**config.mk**
```make
export PLATFORM = sky130hd
export DESIGN_NAME = silife_max7219_display_flat
export DESIGN_NICKNAME = d
export VERILOG_FILES = /design/src/rtl/silife_max7219_display_if.sv /design/src/rtl/silife_max7219_display.sv /design/src/flat_wrapper.sv
export SDC_FILE = /design/constraint.sdc
export NUM_CORES = 1
export LEC_CHECK = 0
export ABC_AREA = 1
export ABC_CLOCK_PERIOD_IN_PS = 7600
export CAP_MARGIN = 20
export CELL_PAD_IN_SITES_DETAIL_PLACEMENT = 0
export CELL_PAD_IN_SITES_GLOBAL_PLACEMENT = 1
export CORE_MARGIN = 8
export CORE_UTILIZATION = 43
export DETAILED_ROUTE_END_ITERATION = 16
export PLACE_DENSITY = 0.83
export SLEW_MARGIN = 0
export SYNTH_ARGS = -nofsm -noshare
export SYNTH_HDL_FRONTEND = slang
export SYNTH_SLANG_ARGS = --single-unit
```
**constraint.sdc**
```tcl
create_clock -name clk -period 7.6 [get_ports clk]
set_clock_uncertainty 0.15 [all_clocks]
set_input_delay 0.76 -clock clk [delete_from_list [all_inputs] [get_ports clk]]
set_output_delay 0.76 -clock clk [all_outputs]
set_load 0.02 [all_outputs]
```
**src/rtl/silife_max7219_display_if.sv**
```systemverilog
// Host-side handshake and MAX7219 pin bundle for the silife display driver.
interface silife_max7219_display_if;
  logic [63:0] grid_state;
  logic [3:0]  brightness;
  logic        start;
  logic        busy;
  logic        done;
  logic        max_cs_n;
  logic        max_sck;
  logic        max_mosi;

  // Requester side: supplies the grid and the start request.
  modport master (
    output grid_state, brightness, start,
    input  busy, done, max_cs_n, max_sck, max_mosi
  );

  // Display driver side.
  modport slave (
    input  grid_state, brightness, start,
    output busy, done, max_cs_n, max_sck, max_mosi
  );
endinterface

```
**src/rtl/silife_max7219_display.sv**
```systemverilog
// Snapshots the 8x8 silife grid on start and streams it to a MAX7219 over SPI,
// one row per digit register, preceded by a one-time chip init after reset.
module silife_max7219_display #(
  parameter int CLK_DIV = 2
) (
  input  logic                     clk,
  input  logic                     reset,
  silife_max7219_display_if.slave  bus
);

  localparam int             DIV_W    = (CLK_DIV > 1) ? $clog2(CLK_DIV) : 1;
  localparam logic [DIV_W-1:0] DIV_LAST = DIV_W'(CLK_DIV - 1);
  localparam logic [DIV_W-1:0] DIV_ONE  = DIV_W'(1);

  localparam logic [3:0] LAST_INIT_WORD  = 4'd3;
  localparam logic [3:0] FIRST_DATA_WORD = 4'd4;
  localparam logic [3:0] LAST_WORD       = 4'd12;

  typedef enum logic [2:0] {
    S_IDLE, S_LOAD, S_SHIFT_LO, S_SHIFT_HI, S_CS_TRAIL, S_GAP, S_DONE
  } state_t;

  state_t           r_state, w_state_nxt;
  logic [DIV_W-1:0] r_div, w_div_nxt;
  logic [3:0]       r_bit, w_bit_nxt;
  logic [3:0]       r_word, w_word_nxt;
  logic             r_init, w_init_nxt;
  logic [63:0]      r_grid;
  logic [3:0]       r_bright;
  logic             r_cs_n, r_sck, r_mosi, r_busy, r_done;
  logic             w_cs_n_nxt, w_sck_nxt, w_mosi_nxt, w_busy_nxt, w_done_nxt;
  logic             w_phase_end;
  logic [15:0]      w_word_data;

  // Word list: 0..3 chip init, 4 intensity, 5..12 rows 0..7 (column 0 is the data MSB).
  function automatic logic [15:0] word_of(input logic [3:0]  idx,
                                          input logic [63:0] grid,
                                          input logic [3:0]  bright);
    logic [2:0] row;
    logic [7:0] cells;
    logic [7:0] data;
    row   = 3'(idx - 4'd5);
    cells = grid[{row, 3'b000} +: 8];
    for (int c = 0; c < 8; c++) data[7-c] = cells[c];
    case (idx)
      4'd0:    word_of = 16'h0900;
      4'd1:    word_of = 16'h0B07;
      4'd2:    word_of = 16'h0C01;
      4'd3:    word_of = 16'h0F00;
      4'd4:    word_of = {8'h0A, 4'h0, bright};
      default: word_of = {4'h0, idx - 4'd4, data};
    endcase
  endfunction

  assign w_phase_end = (r_div == DIV_LAST);

  // Next-state, counter and registered-pin decode for the frame sequencer.
  always_comb begin
    // NOTE: every variable gets a default first so no path can infer a latch.
    w_state_nxt = r_state;
    w_div_nxt   = r_div;
    w_bit_nxt   = r_bit;
    w_word_nxt  = r_word;
    w_init_nxt  = r_init;
    case (r_state)
      S_IDLE: if (bus.start) w_state_nxt = S_LOAD;
      S_LOAD: begin
        w_state_nxt = S_SHIFT_LO;
        w_div_nxt   = '0;
        w_bit_nxt   = 4'd15;
        w_word_nxt  = r_init ? 4'd0 : FIRST_DATA_WORD;
      end
      S_SHIFT_LO: begin
        if (w_phase_end) begin
          w_state_nxt = S_SHIFT_HI;
          w_div_nxt   = '0;
        end else w_div_nxt = r_div + DIV_ONE;
      end
      S_SHIFT_HI: begin
        if (w_phase_end) begin
          w_div_nxt = '0;
          if (r_bit == 4'd0) w_state_nxt = S_CS_TRAIL;
          else begin
            w_bit_nxt   = r_bit - 4'd1;
            w_state_nxt = S_SHIFT_LO;
          end
        end else w_div_nxt = r_div + DIV_ONE;
      end
      S_CS_TRAIL: begin
        if (w_phase_end) begin
          w_state_nxt = S_GAP;
          w_div_nxt   = '0;
        end else w_div_nxt = r_div + DIV_ONE;
      end
      S_GAP: begin
        if (w_phase_end) begin
          w_div_nxt = '0;
          if (r_word == LAST_INIT_WORD) w_init_nxt = 1'b0;
          if (r_word == LAST_WORD) w_state_nxt = S_DONE;
          else begin
            w_word_nxt  = r_word + 4'd1;
            w_bit_nxt   = 4'd15;
            w_state_nxt = S_SHIFT_LO;
          end
        end else w_div_nxt = r_div + DIV_ONE;
      end
      S_DONE:  w_state_nxt = S_IDLE;
      default: w_state_nxt = S_IDLE;
    endcase

    // Pins are registered from the next state so they never glitch on decode.
    w_word_data = word_of(w_word_nxt, r_grid, r_bright);
    w_cs_n_nxt  = !(w_state_nxt inside {S_SHIFT_LO, S_SHIFT_HI, S_CS_TRAIL});
    w_sck_nxt   = (w_state_nxt == S_SHIFT_HI);
    case (w_state_nxt)
      S_SHIFT_LO:             w_mosi_nxt = w_word_data[w_bit_nxt];
      S_SHIFT_HI, S_CS_TRAIL: w_mosi_nxt = r_mosi;
      default:                w_mosi_nxt = 1'b0;
    endcase
    w_busy_nxt = !(w_state_nxt inside {S_IDLE, S_DONE});
    w_done_nxt = (w_state_nxt == S_DONE);
  end

  // State, counters, init flag and output pins.
  always_ff @(posedge clk) begin
    // NOTE: sequential state uses non-blocking assignments so all registers see pre-edge values.
    if (reset) begin
      r_state <= S_IDLE;
      r_div   <= '0;
      r_bit   <= '0;
      r_word  <= '0;
      r_init  <= 1'b1;
      r_cs_n  <= 1'b1;
      r_sck   <= 1'b0;
      r_mosi  <= 1'b0;
      r_busy  <= 1'b0;
      r_done  <= 1'b0;
    end else begin
      r_state <= w_state_nxt;
      r_div   <= w_div_nxt;
      r_bit   <= w_bit_nxt;
      r_word  <= w_word_nxt;
      r_init  <= w_init_nxt;
      r_cs_n  <= w_cs_n_nxt;
      r_sck   <= w_sck_nxt;
      r_mosi  <= w_mosi_nxt;
      r_busy  <= w_busy_nxt;
      r_done  <= w_done_nxt;
    end
  end

  // Frame snapshot taken on an accepted start; later grid changes cannot tear the frame.
  always_ff @(posedge clk) begin
    // NOTE: the snapshot is plain data only read after a capture, so it carries no reset.
    if (r_state == S_IDLE && bus.start) begin
      r_grid   <= bus.grid_state;
      r_bright <= bus.brightness;
    end
  end

  assign bus.busy     = r_busy;
  assign bus.done     = r_done;
  assign bus.max_cs_n = r_cs_n;
  assign bus.max_sck  = r_sck;
  assign bus.max_mosi = r_mosi;

endmodule
```
**src/flat_wrapper.sv**
```systemverilog
// flat-port wrapper written by rule: the top's interface ports become plain ports
module silife_max7219_display_flat 
#(
  parameter int CLK_DIV = 2
)
  (clk, reset, bus_grid_state, bus_brightness, bus_start, bus_busy, bus_done, bus_max_cs_n, bus_max_sck, bus_max_mosi);
  silife_max7219_display_if bus_i ();
  input  logic clk;
  input  logic reset;
  input wire logic [$bits(bus_i.grid_state)-1:0] bus_grid_state;
  input wire logic [$bits(bus_i.brightness)-1:0] bus_brightness;
  input wire logic [$bits(bus_i.start)-1:0] bus_start;
  output wire logic [$bits(bus_i.busy)-1:0] bus_busy;
  output wire logic [$bits(bus_i.done)-1:0] bus_done;
  output wire logic [$bits(bus_i.max_cs_n)-1:0] bus_max_cs_n;
  output wire logic [$bits(bus_i.max_sck)-1:0] bus_max_sck;
  output wire logic [$bits(bus_i.max_mosi)-1:0] bus_max_mosi;
  assign bus_i.grid_state = bus_grid_state;
  assign bus_i.brightness = bus_brightness;
  assign bus_i.start = bus_start;
  assign bus_busy = bus_i.busy;
  assign bus_done = bus_i.done;
  assign bus_max_cs_n = bus_i.max_cs_n;
  assign bus_max_sck = bus_i.max_sck;
  assign bus_max_mosi = bus_i.max_mosi;
  silife_max7219_display #(.CLK_DIV(CLK_DIV)) u_core (.clk(clk), .reset(reset), .bus(bus_i));
endmodule
```
==> impl_metrics.xml, run 1 <==
<?xml version="1.0" encoding="UTF-8"?>
<metrics>
  <group name="run_status">
    <metric name="run_status" unit="">complete, no violations</metric>
  </group>
  <group name="global_routing">
    <metric name="grt_start_max_net_pins" unit="">70</metric>
    <metric name="grtUsageTotal" unit="%">14.9</metric>
    <metric name="grt_first_pass_wirelength" unit="um">15400</metric>
    <metric name="antenna_found_initial" unit="">0</metric>
    <metric name="via_count_of_the_first_global_routing_pass" unit="">3206</metric>
    <metric name="grt_overflow_total" unit="">0</metric>
  </group>
  <group name="routing">
    <metric name="routed-via-count" unit="">3060</metric>
    <metric name="routed_length_per_placed_instance" unit="um">14.8</metric>
    <metric name="first_pass_drt_iterations" unit="">4</metric>
    <metric name="routed_wirelength" unit="um">8950</metric>
    <metric name="drcViolationCount" unit="">0</metric>
    <metric name="avg_vias_per_cell" unit="">5.05</metric>
    <metric name="drtIter0Drc" unit="">108</metric>
    <metric name="antenna_left" unit="">0</metric>
  </group>
  <group name="cells_and_area">
    <metric name="drive_gt1_share" unit="%">7.68</metric>
    <metric name="antennaDiodeCount" unit="">0</metric>
    <metric name="fin_nets" unit="">571</metric>
    <metric name="final_cells" unit="">606</metric>
    <metric name="area_growth" unit="%">25.8</metric>
    <metric name="fillCellCount" unit="">836</metric>
    <metric name="finalInstanceArea" unit="sq mm">0.00510</metric>
  </group>
  <group name="logic_synthesis">
    <metric name="postSynth.asyncResetShare" unit="%">0</metric>
    <metric name="yosysUniqueCellTypes" unit="">36</metric>
    <metric name="synth.ff_latch_count" unit="">86</metric>
    <metric name="synth.net_count" unit="">496</metric>
    <metric name="synth_enable_flop_cells" unit="">68</metric>
    <metric name="synth-main-ff-cell" unit="">sky130_fd_sc_hd__edfxtp_1</metric>
    <metric name="synthMostInstantiatedCell" unit="">sky130_fd_sc_hd__nand2_1</metric>
    <metric name="synth_area" unit="sq mm">0.00405</metric>
    <metric name="synthesis.instances" unit="">415</metric>
    <metric name="post-synth-top-area-cell" unit="">sky130_fd_sc_hd__edfxtp_1</metric>
    <metric name="synth_top_cells_by_area" unit="">sky130_fd_sc_hd__edfxtp_1, sky130_fd_sc_hd__nand2_1, sky130_fd_sc_hd__dfxtp_1, sky130_fd_sc_hd__nand3_1, sky130_fd_sc_hd__ha_1</metric>
    <metric name="postSynthAreaPerCell" unit="sq um">9.77</metric>
    <metric name="seq_area_frac_synth" unit="%">59.3</metric>
    <metric name="count_of_synthesis_stage_warnings_from_yosys" unit="">0</metric>
    <metric name="synth.cells.most_frequent" unit="">sky130_fd_sc_hd__nand2_1, sky130_fd_sc_hd__nand3_1, sky130_fd_sc_hd__edfxtp_1</metric>
    <metric name="yosys.area.top_type_share" unit="%">50.4</metric>
  </group>
  <group name="cts">
    <metric name="cts_resized" unit="">0</metric>
    <metric name="cts_hold_repair.buffers" unit="">0</metric>
    <metric name="clock_sink_count" unit="">86</metric>
    <metric name="ctsHtreeMaxLevel" unit="">3</metric>
    <metric name="cts_buffers" unit="">9</metric>
    <metric name="worst_setup_hold_path_clk_slew" unit="ns">0.09</metric>
    <metric name="max-clock-path-buffers" unit="">2</metric>
    <metric name="insertion_delay" unit="ns">0.35</metric>
    <metric name="tritoncts" unit="">yes</metric>
    <metric name="root_buffer" unit="">sky130_fd_sc_hd__clkbuf_8</metric>
    <metric name="cts_setup_buffers" unit="">0</metric>
  </group>
  <group name="setup_path">
    <metric name="r2r-end" unit="">u_core.bus.max_mosi$_SDFFE_PP0N_</metric>
    <metric name="r2r_cells" unit="">18</metric>
    <metric name="critical_path.max_fanout" unit="">38</metric>
    <metric name="launching_point_of_the_worst_reg2reg_path" unit="">u_core.r_word[0]$_SDFF_PP0_</metric>
    <metric name="crit_path_start_kind" unit="">register</metric>
    <metric name="required" unit="ns">7.68</metric>
    <metric name="critical_path.endpoint_type" unit="">register</metric>
    <metric name="critPathArrivalTime" unit="ns">4.01</metric>
    <metric name="crit_path_end" unit="">u_core.bus.max_mosi$_SDFFE_PP0N_</metric>
    <metric name="reg_to_reg_setup_timing_slack" unit="ns">3.66</metric>
    <metric name="path_class" unit="">reg -&gt; reg</metric>
    <metric name="worstSetupStartpoint" unit="">u_core.r_word[0]$_SDFF_PP0_</metric>
  </group>
  <group name="sta">
    <metric name="timing.final.crit_share" unit="%">51.8</metric>
    <metric name="timing_max_transition_violations_final" unit="">0</metric>
    <metric name="rsz0062_at_grt" unit="">no</metric>
    <metric name="hold_viol_final" unit="">0</metric>
    <metric name="setup_tns" unit="ns">0</metric>
    <metric name="post-route-worst-setup-slack" unit="ns">3.66</metric>
    <metric name="minimum_clock_period" unit="ns">3.94</metric>
    <metric name="final-setup-viol-count" unit="">0</metric>
    <metric name="worst_slew_pin_slew" unit="ns">0.842</metric>
    <metric name="headroom_to_the_max_slew_limit" unit="%">43.8</metric>
    <metric name="fmax" unit="MHz">254</metric>
  </group>
  <group name="placed_design">
    <metric name="pre_cts_slack" unit="ns">3.63</metric>
    <metric name="post_placement_cell_count" unit="">590</metric>
    <metric name="placement.io_buffers" unit="">75</metric>
    <metric name="dp.final_hpwl" unit="um">6820</metric>
    <metric name="global_placer_s_final_weighted_congestion" unit="">0.844</metric>
    <metric name="placed_instance_area" unit="sq mm">0.00488</metric>
  </group>
  <group name="floorplan">
    <metric name="die_width" unit="um">113</metric>
    <metric name="die-area" unit="sq mm">0.0128</metric>
    <metric name="chipHeight" unit="um">113</metric>
    <metric name="initial_utilization" unit="%">44.1</metric>
    <metric name="num_io_pins" unit="">76</metric>
    <metric name="rows" unit="">35</metric>
    <metric name="design.core.area" unit="sq mm">0.00920</metric>
  </group>
  <group name="hold_path">
    <metric name="timing.hold.worst.class" unit="">reg -&gt; reg</metric>
  </group>
  <group name="power_and_ir_drop">
    <metric name="peakVddDrop" unit="V">0.000106</metric>
    <metric name="power-per-cell-area" unit="mW/mm^2">214</metric>
    <metric name="total_power" unit="uW">1090</metric>
    <metric name="power.leakage" unit="uW">0.00197</metric>
  </group>
  <group name="job">
    <metric name="cap_violations" unit="">0</metric>
  </group>
</metrics>
layer usage:
layer  part of all wire (%)  track usage (%)  up-vias
met5                      0                0        -
met4                    1.2             4.80        0
met3                    7.1             5.70        9
met2                     47             24.0       77
met1                     45             17.8     1396
li1                       -                -     1578
report_power, final:
group | switching, uW | internal, uW | total (uW) | leakage, uW
combinational | 95.7 | 70.7 | 166 | 0.00106
clock | 185 | 163 | 348 | 0.000111
sequential | 19.2 | 556 | 575 | 0.000796
total | 300 | 789 | 1090 | 0.00197
how the worst min path moves through the flow:
stage / to / slack (ns) / from / cells past startpoint
detailed placement: u_core.r_init$_SDFFE_PP1P_ / 0.31 / u_core.r_init$_SDFFE_PP1P_ / 2
finish: u_core.r_init$_SDFFE_PP1P_ / 0.32 / u_core.r_init$_SDFFE_PP1P_ / 2
CTS: u_core.r_init$_SDFFE_PP1P_ / 0.33 / u_core.r_init$_SDFFE_PP1P_ / 2
floorplan: u_core.r_init$_SDFFE_PP1P_ / 0.29 / u_core.r_init$_SDFFE_PP1P_ / 2
global route: u_core.r_init$_SDFFE_PP1P_ / 0.37 / u_core.r_init$_SDFFE_PP1P_ / 2
global placement: u_core.r_init$_SDFFE_PP1P_ / 0.31 / u_core.r_init$_SDFFE_PP1P_ / 2
logic make-up (layout without fill, tap and decap cells):
group                      Yosys count  count (layout)  share of synthesized area [%]
adders and majority gates           10              10                           3.09
DFF                                 86              86                           59.3
buffers and inverters               43             123                           4.66
and+or+nand+nor                    235             235                           26.8
AOI/OAI and AO/OA                   37              37                           5.34
xor gates and xnor gates             4               4                          0.864
stage by stage:
stage / util [%] / hold slack [ns]
after floorplan: - / 0.289
after global placement: 53.1 / 0.309
after detailed placement: 53.1 / 0.315
after CTS: 55.4 / 0.328
after global routing: 55.4 / 0.371
final: 55.4 / 0.323
area by class of cell:
cell class	count	area (sq um)	share of cell area, %
Clock buffer	9	124	2.43
Clock inverter	7	95.1	1.87
Inverter	31	119	2.33
Multi-Input combinational cell	286	1460	28.7
Sequential cell	86	2400	47.1
Tap cell	111	139	2.72
Timing Repair Buffer	76	758	14.9
critical path, cell delays in order (launching register included):
cell and delay, ns:
sky130_fd_sc_hd__dfxtp_1 0.44, sky130_fd_sc_hd__inv_1 0.12, sky130_fd_sc_hd__ha_1 0.22, sky130_fd_sc_hd__nand3_1 0.18, sky130_fd_sc_hd__nand3_2 0.12, sky130_fd_sc_hd__nand2_4 0.12
sky130_fd_sc_hd__nand3_4 0.33, sky130_fd_sc_hd__inv_4 0.37, sky130_fd_sc_hd__ha_1 0.49, sky130_fd_sc_hd__inv_1 0.47, sky130_fd_sc_hd__nand3_1 0.19, sky130_fd_sc_hd__nand3_1 0.11
sky130_fd_sc_hd__nand3_1 0.07, sky130_fd_sc_hd__nand2_1 0.07, sky130_fd_sc_hd__nand3_1 0.06, sky130_fd_sc_hd__nand3_1 0.10, sky130_fd_sc_hd__nand3_1 0.07, sky130_fd_sc_hd__nand2_1 0.07
sky130_fd_sc_hd__a21oi_1 0.05
cells in the final DEF, fill, tap and decap left out, types with 2 or more instances in the layout:
master,netlist,layout
sky130_fd_sc_hd__nor2_2,2,2
sky130_fd_sc_hd__inv_1,24,23
sky130_fd_sc_hd__xor2_1,4,4
sky130_fd_sc_hd__dfxtp_1,18,18
sky130_fd_sc_hd__nand2_1,115,115
sky130_fd_sc_hd__nor2_1,26,26
sky130_fd_sc_hd__a21oi_1,12,12
sky130_fd_sc_hd__nor3_1,3,3
sky130_fd_sc_hd__clkdlybuf4s50_1,0,75
sky130_fd_sc_hd__o21ai_0,12,12
sky130_fd_sc_hd__nand2_2,3,3
sky130_fd_sc_hd__o22ai_1,2,2
sky130_fd_sc_hd__a32oi_1,2,2
sky130_fd_sc_hd__nand2_4,2,2
sky130_fd_sc_hd__nand4_1,9,9
sky130_fd_sc_hd__inv_2,6,7
sky130_fd_sc_hd__nand3_1,70,70
sky130_fd_sc_hd__edfxtp_1,68,68
sky130_fd_sc_hd__o21ai_1,2,2
sky130_fd_sc_hd__inv_6,0,3
sky130_fd_sc_hd__inv_8,0,2
sky130_fd_sc_hd__clkbuf_8,0,9
sky130_fd_sc_hd__ha_1,10,10
sequential cells by signal, indices dropped and copies added (netlist names):
name,flops
u_core.bus.busy,1
u_core.bus.done,1
u_core.bus.max_cs_n,1
u_core.bus.max_mosi,1
u_core.bus.max_sck,1
u_core.r_bit,4
u_core.r_bright,4
u_core.r_div,1
u_core.r_grid,64
u_core.r_init,1
u_core.r_state,3
u_core.r_word,4
Note: power is estimated with default switching activity, not from simulation.
==> inputs of run 2 (changes only) <==
--- a/config.mk
+++ b/config.mk
@@ -6,14 +6,14 @@
 export NUM_CORES = 1
 export LEC_CHECK = 0
 export ABC_AREA = 1
-export ABC_CLOCK_PERIOD_IN_PS = 7600
+export ABC_CLOCK_PERIOD_IN_PS = 3770
 export CAP_MARGIN = 20
 export CELL_PAD_IN_SITES_DETAIL_PLACEMENT = 0
 export CELL_PAD_IN_SITES_GLOBAL_PLACEMENT = 1
 export CORE_MARGIN = 8
-export CORE_UTILIZATION = 43
+export CORE_UTILIZATION = 40
 export DETAILED_ROUTE_END_ITERATION = 16
-export PLACE_DENSITY = 0.83
+export PLACE_DENSITY = 0.78
 export SLEW_MARGIN = 0
 export SYNTH_ARGS = -nofsm -noshare
 export SYNTH_HDL_FRONTEND = slang
==> constraint.sdc (replaced) <==
create_clock -name clk -period 3.77 [get_ports clk]
set_clock_uncertainty 0.15 [all_clocks]
set_input_delay 0.377 -clock clk [delete_from_list [all_inputs] [get_ports clk]]
set_output_delay 0.377 -clock clk [all_outputs]
set_load 0.02 [all_outputs]
==> run 2 against run 1 <==
  * Total power rose by 92%
  * Count of clock-buffer cells in the layout did not move
  * Critical path depth did not move
  * Critical endpoint unchanged
  * Largest cell class unchanged
==> impl_metrics.xml, run 2 (synthesis gave the netlist of run 1 again) <==
<?xml version="1.0" encoding="UTF-8"?>
<metrics>
  <group name="hold_path">
    <metric name="worstHoldEndpoint" unit="">u_core.r_init$_SDFFE_PP1P_</metric>
    <metric name="timing.hold.worst.class" unit="">reg -&gt; reg</metric>
    <metric name="timing.hold.worst_path_depth" unit="">2</metric>
    <metric name="hp-start" unit="">u_core.r_init$_SDFFE_PP1P_</metric>
  </group>
  <group name="cells_and_area">
    <metric name="fin_nets" unit="">574</metric>
    <metric name="antennaDiodeCount" unit="">0</metric>
    <metric name="area_growth" unit="%">26.2</metric>
    <metric name="finalInstanceArea" unit="sq mm">0.00511</metric>
    <metric name="layout_common_cells" unit="">sky130_fd_sc_hd__nand2_1, sky130_fd_sc_hd__clkdlybuf4s50_1, sky130_fd_sc_hd__nand3_1, sky130_fd_sc_hd__edfxtp_1, sky130_fd_sc_hd__nor2_1</metric>
    <metric name="registers.top_by_ff_count" unit="">u_core.r_grid</metric>
    <metric name="final_core_utilization" unit="%">52.1</metric>
    <metric name="layout.cells.most_common" unit="">sky130_fd_sc_hd__nand2_1</metric>
    <metric name="drive_gt1_share" unit="%">8.03</metric>
    <metric name="max_ffs_per_register" unit="">64</metric>
  </group>
  <group name="setup_path">
    <metric name="r2r-end" unit="">u_core.bus.max_mosi$_SDFFE_PP0N_</metric>
    <metric name="path_class" unit="">reg -&gt; reg</metric>
    <metric name="critical_path.max_fanout" unit="">23</metric>
    <metric name="reg_to_reg_setup_timing_slack" unit="ns">0.34</metric>
    <metric name="critPathArrivalTime" unit="ns">3.57</metric>
    <metric name="launching_point_of_the_worst_reg2reg_path" unit="">u_core.r_word[0]$_SDFF_PP0_</metric>
    <metric name="required" unit="ns">3.91</metric>
    <metric name="crit_path_start_kind" unit="">register</metric>
    <metric name="r2r_cells" unit="">18</metric>
    <metric name="critical_path.endpoint_type" unit="">register</metric>
  </group>
  <group name="sta">
    <metric name="final-setup-viol-count" unit="">0</metric>
    <metric name="setup_tns" unit="ns">0</metric>
    <metric name="post-route-worst-setup-slack" unit="ns">0.340</metric>
    <metric name="hold_viol_final" unit="">0</metric>
    <metric name="timing.final.crit_share" unit="%">91.0</metric>
    <metric name="fmax" unit="MHz">292</metric>
    <metric name="timing_max_transition_violations_final" unit="">0</metric>
    <metric name="worst_slew_pin_slew" unit="ns">0.852</metric>
    <metric name="headroom_to_the_max_slew_limit" unit="%">43.2</metric>
    <metric name="minimum_clock_period" unit="ns">3.43</metric>
    <metric name="finalHoldWorstSlack" unit="ns">0.324</metric>
    <metric name="rsz0062_at_grt" unit="">no</metric>
  </group>
  <group name="floorplan">
    <metric name="die_width" unit="um">117</metric>
    <metric name="initial_utilization" unit="%">41.3</metric>
    <metric name="chipHeight" unit="um">117</metric>
    <metric name="num_io_pins" unit="">76</metric>
    <metric name="rows" unit="">36</metric>
    <metric name="design.core.area" unit="sq mm">0.00982</metric>
    <metric name="die-area" unit="sq mm">0.0136</metric>
  </group>
  <group name="routing">
    <metric name="avg_vias_per_cell" unit="">4.98</metric>
    <metric name="drcViolationCount" unit="">0</metric>
    <metric name="routed-via-count" unit="">3140</metric>
    <metric name="antenna_left" unit="">0</metric>
    <metric name="drtIter0Drc" unit="">164</metric>
    <metric name="routed_length_per_placed_instance" unit="um">15.4</metric>
    <metric name="routed_wirelength" unit="um">9710</metric>
    <metric name="first_pass_drt_iterations" unit="">4</metric>
  </group>
  <group name="global_routing">
    <metric name="grtUsageTotal" unit="%">15.3</metric>
    <metric name="grt_start_max_net_pins" unit="">69</metric>
    <metric name="via_count_of_the_first_global_routing_pass" unit="">3317</metric>
    <metric name="grt_first_pass_wirelength" unit="um">16000</metric>
    <metric name="antenna_found_initial" unit="">0</metric>
    <metric name="grt_overflow_total" unit="">0</metric>
  </group>
  <group name="placed_design">
    <metric name="placement.io_buffers" unit="">75</metric>
    <metric name="dp.final_hpwl" unit="um">7260</metric>
    <metric name="placed_instance_area" unit="sq mm">0.00493</metric>
    <metric name="pre_cts_slack" unit="ns">0.425</metric>
    <metric name="global_placer_s_final_weighted_congestion" unit="">0.863</metric>
  </group>
  <group name="power_and_ir_drop">
    <metric name="peakVddDrop" unit="V">0.000244</metric>
    <metric name="power-per-cell-area" unit="mW/mm^2">410</metric>
    <metric name="power.leakage" unit="uW">0.00195</metric>
  </group>
  <group name="cts">
    <metric name="cts_buffers" unit="">9</metric>
    <metric name="cts_setup_buffers" unit="">0</metric>
    <metric name="tritoncts" unit="">yes</metric>
    <metric name="ctsHtreeMaxLevel" unit="">3</metric>
    <metric name="root_buffer" unit="">sky130_fd_sc_hd__clkbuf_8</metric>
    <metric name="clock_sink_count" unit="">86</metric>
    <metric name="cts_hold_repair.buffers" unit="">0</metric>
    <metric name="insertion_delay" unit="ns">0.36</metric>
    <metric name="cts_resized" unit="">0</metric>
    <metric name="worst_setup_hold_path_clk_slew" unit="ns">0.09</metric>
    <metric name="max-clock-path-buffers" unit="">2</metric>
  </group>
  <group name="job">
    <metric name="cap_violations" unit="">0</metric>
  </group>
  <group name="run_status">
    <metric name="run_status" unit="">complete, no violations</metric>
  </group>
</metrics>
==> run 2: changes by cell type in the layout (fill, tap and decap cells not counted) <==
cell | previous run | this run
sky130_fd_sc_hd__clkinv_1 | 0 | 1
sky130_fd_sc_hd__inv_6 | 3 | 1
sky130_fd_sc_hd__clkinv_4 | 0 | 2
sky130_fd_sc_hd__inv_8 | 2 | 0
sky130_fd_sc_hd__buf_4 | 1 | 4
sky130_fd_sc_hd__bufinv_16 | 1 | 0
sky130_fd_sc_hd__clkinvlp_4 | 0 | 2
==> run 2: worst max path at each step <==
stage / startpoint / slack [ns] / endpoint
after floorplan: u_core.r_word[0]$_SDFF_PP0_ / 0.69 / u_core.bus.max_mosi$_SDFFE_PP0N_
after global placement: u_core.r_word[0]$_SDFF_PP0_ / 0.33 / u_core.bus.max_mosi$_SDFFE_PP0N_
after detailed placement: u_core.r_word[0]$_SDFF_PP0_ / 0.42 / u_core.bus.max_mosi$_SDFFE_PP0N_
after CTS: u_core.r_word[0]$_SDFF_PP0_ / 0.39 / u_core.bus.max_mosi$_SDFFE_PP0N_
after global routing: u_core.r_word[0]$_SDFF_PP0_ / 0.01 / u_core.bus.max_mosi$_SDFFE_PP0N_
final: u_core.r_word[0]$_SDFF_PP0_ / 0.34 / u_core.bus.max_mosi$_SDFFE_PP0N_
==> run 2: worst max-delay path, stage by stage (launching register included) <==
cell                      delay, ns
sky130_fd_sc_hd__dfxtp_1       0.44
sky130_fd_sc_hd__inv_1         0.12
sky130_fd_sc_hd__ha_1          0.23
sky130_fd_sc_hd__nand3_1       0.20
sky130_fd_sc_hd__nand3_2       0.13
sky130_fd_sc_hd__nand2_4       0.13
sky130_fd_sc_hd__nand3_4       0.27
sky130_fd_sc_hd__ha_1          0.31
sky130_fd_sc_hd__o21ai_0       0.26
sky130_fd_sc_hd__nand2_1       0.19
sky130_fd_sc_hd__inv_1         0.24
sky130_fd_sc_hd__a21oi_1       0.09
sky130_fd_sc_hd__nor2_1        0.13
sky130_fd_sc_hd__nand2_1       0.07
sky130_fd_sc_hd__nand3_1       0.07
sky130_fd_sc_hd__nand3_1       0.08
sky130_fd_sc_hd__nand3_1       0.10
sky130_fd_sc_hd__nand2_1       0.06
sky130_fd_sc_hd__a21oi_1       0.11
==> run 2: metrics by stage <==
step,total power [uW],cells
2_1_floorplan,1380,415
3_3_place_gp,1530,615
3_5_place_dp,1530,615
4_1_cts,2120,631
5_1_grt,2200,631
6_report,2100,631
==> run 2: area by class of cell <==
class,instances,area [sq um]
fillers,969,4700
flip-flops and latches,86,2400
multi-input cells,286,1460
repair buffers,79,781
well taps,133,166
clock buffers,9,124
inverters,31,119
clock inverters,7,61.3
==> run 2: layer usage <==
layer / share of wire, % / vias up / global-route usage [%]
li1: - / 1588 / -
met1: 43 / 1459 / 17.0
met2: 49 / 78 / 26.7
met3: 5.6 / 15 / 5.12
met4: 1.9 / 0 / 6.14
met5: 0 / - / 0
==> run 2: report_power, final <==
| part | switching, uW | internal, uW |
|---|---|---|
| Sequential | 35.6 | 1120 |
| Combinational | 205 | 145 |
| Clock | 345 | 247 |
| Total | 586 | 1510 |
==> inputs of run 3 (changes only) <==
--- a/config.mk
+++ b/config.mk
@@ -13,6 +13,7 @@
 export CORE_MARGIN = 8
 export CORE_UTILIZATION = 40
 export DETAILED_ROUTE_END_ITERATION = 16
+export GPL_TIMING_DRIVEN = 0
 export PLACE_DENSITY = 0.78
 export SLEW_MARGIN = 0
 export SYNTH_ARGS = -nofsm -noshare
==> run 3 against run 2 <==
  * Global-route usage decreased by 0.25 points
  * Final area up 1.0%
  * Clock power is 4.4% higher
  * Sequential power is essentially flat
  * Sequential cell count did not move
  * Setup slack improved by 0.033 ns
  * First-iteration DRC count is 8.5% lower
  * Register-to-register slack better by 0.03 ns
  * Maximum frequency increased by 0.98%
  * Largest cell class unchanged
==> impl_metrics.xml, run 3 (synthesis gave the netlist of run 1 again) <==
<?xml version="1.0" encoding="UTF-8"?>
<metrics>
  <group name="global_routing">
    <metric name="grtUsageTotal" unit="%">15.1</metric>
    <metric name="grt_first_pass_wirelength" unit="um">15600</metric>
    <metric name="antenna_found_initial" unit="">0</metric>
    <metric name="via_count_of_the_first_global_routing_pass" unit="">3278</metric>
    <metric name="grt_start_max_net_pins" unit="">48</metric>
    <metric name="grt_overflow_total" unit="">0</metric>
  </group>
  <group name="setup_path">
    <metric name="reg_to_reg_setup_timing_slack" unit="ns">0.37</metric>
    <metric name="required" unit="ns">3.88</metric>
    <metric name="cp.depth" unit="">19</metric>
    <metric name="critical_path.max_fanout" unit="">16</metric>
    <metric name="path_delay_family" unit="">simple AND/OR/NAND/NOR gates</metric>
    <metric name="r2r_cells" unit="">19</metric>
    <metric name="launching_point_of_the_worst_reg2reg_path" unit="">u_core.r_word[0]$_SDFF_PP0_</metric>
    <metric name="critical_path.endpoint_type" unit="">register</metric>
    <metric name="cpPeakStageDelay" unit="ns">0.42</metric>
    <metric name="crit_top_cell" unit="">sky130_fd_sc_hd__nand3_1</metric>
    <metric name="crit_path_start_kind" unit="">register</metric>
    <metric name="critPathArrivalTime" unit="ns">3.50</metric>
    <metric name="path_class" unit="">reg -&gt; reg</metric>
    <metric name="worstSetupStartpoint" unit="">u_core.r_word[0]$_SDFF_PP0_</metric>
    <metric name="crit_chain" unit="">inv_1 -&gt; ha_1 -&gt; nand3_1 -&gt; nand3_2 -&gt; nand2_4 -&gt; nand3_4 -&gt; inv_4 -&gt; buf_6 -&gt; ha_1 -&gt; inv_2 -&gt; nand3_1 -&gt; nand3_1 -&gt; nand3_1 -&gt; nand2_1 -&gt; nand3_1 -&gt; nand3_1 -&gt; nand3_1 -&gt; nand2_1 -&gt; a21oi_1</metric>
    <metric name="critical_path_buf_inv_count" unit="">4</metric>
    <metric name="worst_path_max_delay_cell" unit="">sky130_fd_sc_hd__dfxtp_1</metric>
  </group>
  <group name="job">
    <metric name="cap_violations" unit="">0</metric>
  </group>
  <group name="power_and_ir_drop">
    <metric name="peakVddDrop" unit="V">0.000215</metric>
    <metric name="power-per-cell-area" unit="mW/mm^2">412</metric>
    <metric name="power.leakage" unit="uW">0.00199</metric>
  </group>
  <group name="sta">
    <metric name="timing.final.crit_share" unit="%">90.1</metric>
    <metric name="worst_slew_pin_slew" unit="ns">0.694</metric>
    <metric name="setup_tns" unit="ns">0</metric>
    <metric name="fmax" unit="MHz">294</metric>
    <metric name="minimum_clock_period" unit="ns">3.40</metric>
    <metric name="hold_viol_final" unit="">0</metric>
    <metric name="headroom_to_the_max_slew_limit" unit="%">53.8</metric>
    <metric name="timing_max_transition_violations_final" unit="">0</metric>
    <metric name="rsz0062_at_grt" unit="">no</metric>
    <metric name="final-setup-viol-count" unit="">0</metric>
  </group>
  <group name="cts">
    <metric name="tritoncts" unit="">yes</metric>
    <metric name="worst_setup_hold_path_clk_slew" unit="ns">0.09</metric>
    <metric name="cts_hold_repair.buffers" unit="">0</metric>
    <metric name="root_buffer" unit="">sky130_fd_sc_hd__clkbuf_8</metric>
    <metric name="cts_buffers" unit="">9</metric>
    <metric name="max-clock-path-buffers" unit="">2</metric>
    <metric name="ctsHtreeMaxLevel" unit="">3</metric>
    <metric name="insertion_delay" unit="ns">0.37</metric>
    <metric name="clock_sink_count" unit="">86</metric>
  </group>
  <group name="routing">
    <metric name="avg_vias_per_cell" unit="">5.02</metric>
    <metric name="routed_length_per_placed_instance" unit="um">14.9</metric>
    <metric name="drcViolationCount" unit="">0</metric>
    <metric name="antenna_left" unit="">0</metric>
    <metric name="drtIter0Drc" unit="">150</metric>
    <metric name="routed_wirelength" unit="um">9490</metric>
    <metric name="first_pass_drt_iterations" unit="">4</metric>
    <metric name="routed-via-count" unit="">3205</metric>
  </group>
  <group name="floorplan">
    <metric name="die-area" unit="sq mm">0.0136</metric>
    <metric name="chipHeight" unit="um">117</metric>
    <metric name="rows" unit="">36</metric>
    <metric name="num_io_pins" unit="">76</metric>
    <metric name="initial_utilization" unit="%">41.3</metric>
    <metric name="die_width" unit="um">117</metric>
    <metric name="design.core.area" unit="sq mm">0.00982</metric>
  </group>
  <group name="cells_and_area">
    <metric name="area_growth" unit="%">27.5</metric>
    <metric name="registers.top_by_ff_count" unit="">u_core.r_grid</metric>
    <metric name="layout_common_cells" unit="">sky130_fd_sc_hd__nand2_1, sky130_fd_sc_hd__clkdlybuf4s50_1, sky130_fd_sc_hd__nand3_1, sky130_fd_sc_hd__edfxtp_1, sky130_fd_sc_hd__nor2_1</metric>
    <metric name="layout.cells.most_common" unit="">sky130_fd_sc_hd__nand2_1</metric>
    <metric name="drive_gt1_share" unit="%">9.50</metric>
    <metric name="finalInstanceArea" unit="sq mm">0.00517</metric>
    <metric name="antennaDiodeCount" unit="">0</metric>
    <metric name="fin_nets" unit="">581</metric>
    <metric name="final_cells" unit="">638</metric>
    <metric name="max_ffs_per_register" unit="">64</metric>
  </group>
  <group name="placed_design">
    <metric name="placed_instance_area" unit="sq mm">0.00499</metric>
    <metric name="dp.final_hpwl" unit="um">7220</metric>
    <metric name="placement.io_buffers" unit="">75</metric>
    <metric name="post_placement_cell_count" unit="">624</metric>
    <metric name="global_placer_s_final_weighted_congestion" unit="">0.830</metric>
  </group>
  <group name="hold_path">
    <metric name="hp-start" unit="">u_core.r_init$_SDFFE_PP1P_</metric>
    <metric name="timing.hold.worst.class" unit="">reg -&gt; reg</metric>
    <metric name="timing.hold.worst_path_depth" unit="">2</metric>
  </group>
  <group name="run_status">
    <metric name="run_status" unit="">complete, no violations</metric>
  </group>
</metrics>
## run 3: final cells by class
cell class | count | area [sq um]
fill | 958 | 4650
sequential | 86 | 2400
multi-input combinational | 286 | 1460
timing repair buffer | 76 | 771
tap | 133 | 166
clock buffer | 9 | 124
inverter | 31 | 119
buffer | 10 | 63.8
clock inverter | 7 | 60.1
## run 3: routing by layer
| layer | routed length [um] | part of all wire (%) | track usage, % |
|---|---|---|---|
| met1 | 4010 | 42 | 17.1 |
| met2 | 4530 | 48 | 25.0 |
| met3 | 677 | 7.1 | 5.02 |
| met4 | 269 | 2.8 | 7.51 |
| met5 | 0 | 0 | 0 |
## run 3: power by group
group	internal, uW	switching [uW]
logic	153	213
registers	1120	24.1
clock network	255	364
## run 3: per-stage QoR
| step | total power [uW] | setup slack [ns] | hold slack (ns) | util, % |
|---|---|---|---|---|
| final | 2130 | 0.373 | 0.322 | 52.6 |
| after global routing | 2240 | 0.0153 | 0.357 | 52.6 |
| after CTS | 2150 | 0.0541 | 0.329 | 52.7 |
| after detailed placement | 1540 | -0.0610 | 0.317 | 50.8 |
| after global placement | 1530 | -0.0611 | 0.306 | 50.6 |
| after floorplan | 1380 | 0.688 | 0.289 | - |
## run 3: final timing paths
kind | to
max | u_core.bus.max_mosi$_SDFFE_PP0N_
min | u_core.r_init$_SDFFE_PP1P_
max reg2reg | u_core.bus.max_mosi$_SDFFE_PP0N_
min reg2reg | u_core.r_init$_SDFFE_PP1P_
## run 3: worst min-delay path, cell delays in order, from the launching register on
cell and delay [ns]:
sky130_fd_sc_hd__dfxtp_1 0.33, sky130_fd_sc_hd__o41ai_1 0.06, sky130_fd_sc_hd__nand2_1 0.05
## run 3: repair_timing
action / 4_1_cts / 5_1_grt
resized for setup: 1 / 4
endpoints found under the hold margin: 0 / 0
endpoints found under the setup margin: 1 / 1
setup buffers: 0 / 0
